`src/rtl/sram_ctrl_pkg.sv`:
```
// Shared types and defaults for the OpenRAM port-0 sequencer.
// Covers both macro flavours (A: 8-bit address, B: 9-bit address).
package sram_ctrl_pkg;

    localparam int ADDR_W_A         = 8;
    localparam int ADDR_W_B         = 9;
    localparam int DATA_W_DEF       = 32;
    localparam int WMASK_W_DEF      = 4;
    localparam int READ_LAT_DEFAULT = 2;

    typedef logic [0:0] req_id_t;

    localparam req_id_t REQ_WB   = 1'b0;
    localparam req_id_t REQ_TEST = 1'b1;

    // One entry of the read-tag pipe: a read in flight and who issued it.
    typedef struct packed {
        logic    vld;
        req_id_t id;
    } tag_t;

endpackage

```
`src/rtl/rr_arbiter2.sv`:
```
// Two-way round-robin arbiter with a last-granted pointer.
// The grant is combinational; the pointer moves only when something is granted.
module rr_arbiter2
    import sram_ctrl_pkg::*;
(
    input  logic       i_clk,
    input  logic       i_resetn,
    input  logic       i_hold,
    input  logic [1:0] i_valid,
    output logic [1:0] o_grant,
    output req_id_t    o_grant_id
);

    req_id_t r_last;

    always_comb begin
        o_grant = 2'b00;
        if (!i_hold) begin
            case (i_valid)
                2'b01:   o_grant = 2'b01;
                2'b10:   o_grant = 2'b10;
                2'b11:   o_grant = (r_last == REQ_TEST) ? 2'b01 : 2'b10;
                default: o_grant = 2'b00;
            endcase
        end
        o_grant_id = o_grant[1] ? REQ_TEST : REQ_WB;
    end

    // Pointer starts at requester 1 so requester 0 wins the first conflict.
    always_ff @(posedge i_clk or negedge i_resetn) begin
        if (!i_resetn) begin
            r_last <= REQ_TEST;
        end else if (|o_grant) begin
            r_last <= o_grant_id;
        end
    end

endmodule

```
`src/rtl/sram_port_sequencer.sv`:
```
// Shares OpenRAM port 0 between the Wishbone bridge (req 0) and the test engine (req 1).
// One command per clock, registered SRAM controls, and a tag pipe steering read data back.
module sram_port_sequencer
    import sram_ctrl_pkg::*;
#(
    parameter int ADDR_W   = ADDR_W_A,
    parameter int DATA_W   = DATA_W_DEF,
    parameter int WMASK_W  = WMASK_W_DEF,
    parameter int READ_LAT = READ_LAT_DEFAULT
) (
    input  logic                 i_clk,
    input  logic                 i_resetn,
    input  logic                 i_global_csb,
    input  logic [1:0]           i_req_valid,
    input  logic [1:0]           i_req_we,
    input  logic [2*ADDR_W-1:0]  i_req_addr,
    input  logic [2*DATA_W-1:0]  i_req_wdata,
    input  logic [2*WMASK_W-1:0] i_req_wmask,
    output logic [1:0]           o_req_ready,
    output logic [1:0]           o_rsp_valid,
    output logic [DATA_W-1:0]    o_rsp_data,
    output logic                 o_csb0,
    output logic                 o_web0,
    output logic [WMASK_W-1:0]   o_wmask0,
    output logic [ADDR_W-1:0]    o_addr0,
    output logic [DATA_W-1:0]    o_din0,
    input  logic [DATA_W-1:0]    i_dout0
);

    logic [1:0]         w_grant;
    req_id_t            w_id;
    logic               w_hold;
    logic               w_accept;
    logic               w_we;
    logic [ADDR_W-1:0]  w_addr;
    logic [DATA_W-1:0]  w_wdata;
    logic [WMASK_W-1:0] w_wmask;
    tag_t               w_tail;

    logic               r_csb;
    logic               r_web;
    logic [WMASK_W-1:0] r_wmask;
    logic [ADDR_W-1:0]  r_addr;
    logic [DATA_W-1:0]  r_din;
    tag_t               r_pipe [READ_LAT];
    logic [1:0]         r_rsp_valid;
    logic [DATA_W-1:0]  r_rsp_data;

    // Holding grants while in reset keeps req_ready low for the whole reset window.
    assign w_hold = i_global_csb | ~i_resetn;

    rr_arbiter2 u_arb (
        .i_clk      (i_clk),
        .i_resetn   (i_resetn),
        .i_hold     (w_hold),
        .i_valid    (i_req_valid),
        .o_grant    (w_grant),
        .o_grant_id (w_id)
    );

    assign w_accept = |(i_req_valid & w_grant);
    assign w_we     = w_id[0] ? i_req_we[1] : i_req_we[0];
    assign w_addr   = w_id[0] ? i_req_addr[2*ADDR_W-1:ADDR_W]    : i_req_addr[ADDR_W-1:0];
    assign w_wdata  = w_id[0] ? i_req_wdata[2*DATA_W-1:DATA_W]   : i_req_wdata[DATA_W-1:0];
    assign w_wmask  = w_id[0] ? i_req_wmask[2*WMASK_W-1:WMASK_W] : i_req_wmask[WMASK_W-1:0];

    always_ff @(posedge i_clk or negedge i_resetn) begin
        if (!i_resetn) begin
            r_csb   <= 1'b1;
            r_web   <= 1'b1;
            r_wmask <= '0;
            r_addr  <= '0;
            r_din   <= '0;
        end else if (w_accept) begin
            r_csb   <= 1'b0;
            r_web   <= ~w_we;
            r_wmask <= w_we ? w_wmask : '0;
            r_addr  <= w_addr;
            r_din   <= w_wdata;
        end else begin
            r_csb   <= 1'b1;
            r_web   <= 1'b1;
            r_wmask <= '0;
        end
    end

    // Response is captured as the entry leaves the last stage, i.e. READ_LAT edges after accept.
    assign w_tail = r_pipe[READ_LAT-1];

    always_ff @(posedge i_clk or negedge i_resetn) begin
        if (!i_resetn) begin
            for (int i = 0; i < READ_LAT; i++) begin
                r_pipe[i] <= '0;
            end
            r_rsp_valid <= 2'b00;
            r_rsp_data  <= '0;
        end else begin
            r_pipe[0].vld <= w_accept & ~w_we;
            r_pipe[0].id  <= w_id;
            for (int i = 1; i < READ_LAT; i++) begin
                r_pipe[i] <= r_pipe[i-1];
            end
            r_rsp_valid <= {w_tail.vld & w_tail.id[0], w_tail.vld & ~w_tail.id[0]};
            if (w_tail.vld) begin
                r_rsp_data <= i_dout0;
            end
        end
    end

    assign o_req_ready = w_grant;
    assign o_rsp_valid = r_rsp_valid;
    assign o_rsp_data  = r_rsp_data;
    assign o_csb0      = r_csb;
    assign o_web0      = r_web;
    assign o_wmask0    = r_wmask;
    assign o_addr0     = r_addr;
    assign o_din0      = r_din;

endmodule

```
`config.mk`:
```
export PLATFORM = sky130hd
export DESIGN_NAME = sram_port_sequencer
export DESIGN_NICKNAME = d
export VERILOG_FILES = /design/src/rtl/sram_ctrl_pkg.sv /design/src/rtl/rr_arbiter2.sv /design/src/rtl/sram_port_sequencer.sv
export SDC_FILE = /design/constraint.sdc
export NUM_CORES = 1
export LEC_CHECK = 0
export ABC_AREA = 1
export CORE_ASPECT_RATIO = 0.75
export CORE_MARGIN = 10
export CORE_UTILIZATION = 41
export DETAILED_ROUTE_END_ITERATION = 8
export PLACE_DENSITY = 0.91
export SYNTH_ARGS = -nofsm -noshare
export SYNTH_HDL_FRONTEND = slang
export SYNTH_SLANG_ARGS = --single-unit
```
`constraint.sdc`:
```
create_clock -name i_clk -period 4.52 [get_ports i_clk]
set_clock_uncertainty 0.15 [all_clocks]
set_input_delay 1.13 -clock i_clk [delete_from_list [all_inputs] [get_ports i_clk]]
set_output_delay 1.13 -clock i_clk [all_outputs]
set_load 0.005 [all_outputs]
```
==> run metrics <==
outcome=complete, no violations; CTS clk-pin slew, worst paths=0.06 ns; GRT Overall Usage=~18%; power share of the sequential group=between 40% and 50%; CTS sink cnt=85; # IOs=~210; Setup Viol. Count Final=0; Syn Nets=574; Leak=just under 0.003 uW; CP Class=in2out; clock tree buffer depth=2; ANT cells=0; sequential share of the synthesized area=59.2%; R2R Path Start=r_pipe[1]; Chip Height=about 100 um; R2R setup slack=2.10 ns; CP peak stage delay=between 0.5 and 0.6 ns; number of setup buffers added after CTS=0; starting density of the core=about 42%; Worst EP required=3.24 ns; worst skew pair latency=around 0.32 ns; layout cell share with drive strength beyond 1=roughly 5.2%; min-delay src=r_pipe[3]; relative slew slack=between 20% and 30%; GPL Wtd Cong=~0.8; Clock power frac=29.7%; Cells after Synth=approximately 450; Post-Synthesis Mean Instance Area=8.05 um^2; Most Used Layer, Global Route=met2; wire length per cell=16.3 um; Clock Root Buffer=clkbuf_16; Worst setup EP type=output port; vias in the first global route=between 3000 and 4000; Worst VDD drop=around 0.28 mV; Worst Path Arrival=roughly 2.7 ns; Internal=~1700 uW; Remaining DRCs=0; Sw Share=27.5%; Clock H-tree levels=3; initial antenna violation count=0; Hold Path Class=reg2reg; worst-margin pin slew=between 1 and 1.5 ns; Overflow after GRT=0; CP max-delay cell=clkdlybuf4s50_1; largest net degree at the start of global routing=46; DR pass1 iterations=4; endpoints failing hold=0; met1 usage=about a fifth; post-route minimum period=just under 4 ns; Synth area leaders=dfrtp_1 (57%), nand2_1 (16%), nor2_1 (8.5%); Critical Path Start Type=input pin; number of max-cap violations=0; met3 Use GR=between 10% and 20%; TritonCTS clock tree=done; final wirelength=approximately 12000 um; post-synth cell types=18; FF-to-FF End=o_rsp_data[26]; PortBufs=208; initial DRC count=around 160; first-pass GRT wire length=roughly 19000 um; unrepaired setup endpoints after global routing=false; Routed Antenna Nets=0; area of the mapped netlist=approximately 3600 um^2; total negative slack=0 ns; die span in x=128 um; Synth Warn #=0; die area=~13000 um^2; pwr dens=approximately 380 nW/um^2; WHS Endpoint=r_pipe[1]; flop and latch count out of synthesis=85; dpl hpwl=about 9800 um; Nets=777; Slew Viols, Final=0; Vias/cell=about 4.7; post-CTS resize count=0; cell depth of the worst flop-to-flop path=3; crit-path max FO=6; number of cells on the worst hold path=0; # rows=29; fraction of the cycle the final worst path needs=between 80% and 90%; CP Cell Sequence=clkdlybuf4s50_1 > inv_2 > a21oi_4 > nand2_2 > inv_2 > clkdlybuf4s50_1; GRT met2 Usage=a little under a third; synthesis-to-finish area growth=68.1%; Synth top area share=a little under three fifths; Post-CTS Hold Fix Bufs=0; Switch Pwr=634 uW; Logic pwr share=28.0%; CTS Buf Count=9; cell taking the most area after synthesis=dfrtp_1; Core Region=about 8500 um^2; via count=between 3000 and 4000; fmax=about 250 MHz; post-layout util=a little under three quarters
layout by cell type, fill, tap and decap left out, types with 2 or more instances in the layout:
master	synthesis	routed
dfstp_2	3	3
buf_4	1	5
dfrtp_1	82	82
inv_2	4	4
clkinv_4	0	3
inv_1	50	50
nand3_1	7	7
clkbuf_16	0	9
o21ai_0	5	5
nor2_1	81	81
clkdlybuf4s50_1	0	207
nand2_1	152	152
a21oi_1	2	2
o21ai_1	36	35
worst max-delay path: cells and delay by family:
family / cells / cell delay (ns)
buffers and inverters: 4 / 1.30
AOI/OAI and AO/OA: 1 / 0.19
and+or+nand+nor: 1 / 0.08
stage by stage:
stage / cell area, um^2 / cells / hold WS [ns] / setup WS (ns) / total power, uW
floorplan: 3600 / 447 / 0.181 / 1.45 / 1170
global placement: 5760 / 747 / 0.183 / 0.559 / 1610
detailed placement: 5760 / 747 / 0.185 / 0.528 / 1640
CTS: 6050 / 763 / 0.202 / 0.526 / 2340
global route: 6050 / 763 / 0.208 / 0.446 / 2430
finish: 6050 / 763 / 0.200 / 0.545 / 2310
cell families (layout without fill, tap and decap cells):
| kind of cell | count (synthesis) | in the layout | synth area share [%] |
|---|---|---|---|
| simple gates | 243 | 243 | 25.9 |
| buf+inv | 74 | 282 | 8.17 |
| compound gates | 45 | 45 | 6.68 |
| flops | 85 | 85 | 59.2 |
sequential cells by signal, indices dropped and copies added (netlist names), 2 cells and up:
signal and cells:
r_pipe 4, o_rsp_valid 2, o_din0 32, o_rsp_data 32
o_addr0 8, o_wmask0 4
Yosys cell counts:
master,number
buf_4,1
or2_2,1
dfrtp_1,82
o21ai_0,5
buf_2,10
inv_1,50
a21oi_4,1
nand3_1,7
clkbuf_1,9
a21oi_2,1
nand2_1,152
dfstp_2,3
nand3_2,1
nand2_2,1
nor2_1,81
inv_2,4
o21ai_1,36
a21oi_1,2
power groups by stage:
stage | combinational, uW | sequential, uW | clock (uW)
floorplan | 179 | 992 | 0
detailed placement | 653 | 987 | 0
finish | 646 | 976 | 685
global placement | 635 | 976 | 0
CTS | 657 | 974 | 704
global route | 711 | 990 | 733
cell type report:
cell class              instances  area [um^2]
flip-flops and latches         85         2130
well taps                     108          135
repair buffers                212         2110
clock inverters                 7         58.8
inverters                      54          203
fillers                       631         2440
multi-input cells             288         1180
clock buffers                   9          225
worst max-delay path by stage:
stage,endpoint,slack [ns],cells past startpoint,start
finish,o_req_ready[1],0.55,6,i_req_valid[1]
global route,o_req_ready[1],0.45,6,i_req_valid[1]
CTS,o_req_ready[1],0.53,6,i_req_valid[1]
detailed placement,o_req_ready[1],0.53,6,i_req_valid[1]
global placement,o_req_ready[1],0.56,6,i_req_valid[1]
floorplan,o_req_ready[1],1.45,7,i_global_csb
metal layers:
metal	vias to the layer above	wire length, um
met3	4	1640
met4	0	94
li1	1740	-
met5	-	0
met2	157	6010
met1	1667	4700
(Power assumes the default switching activity.)
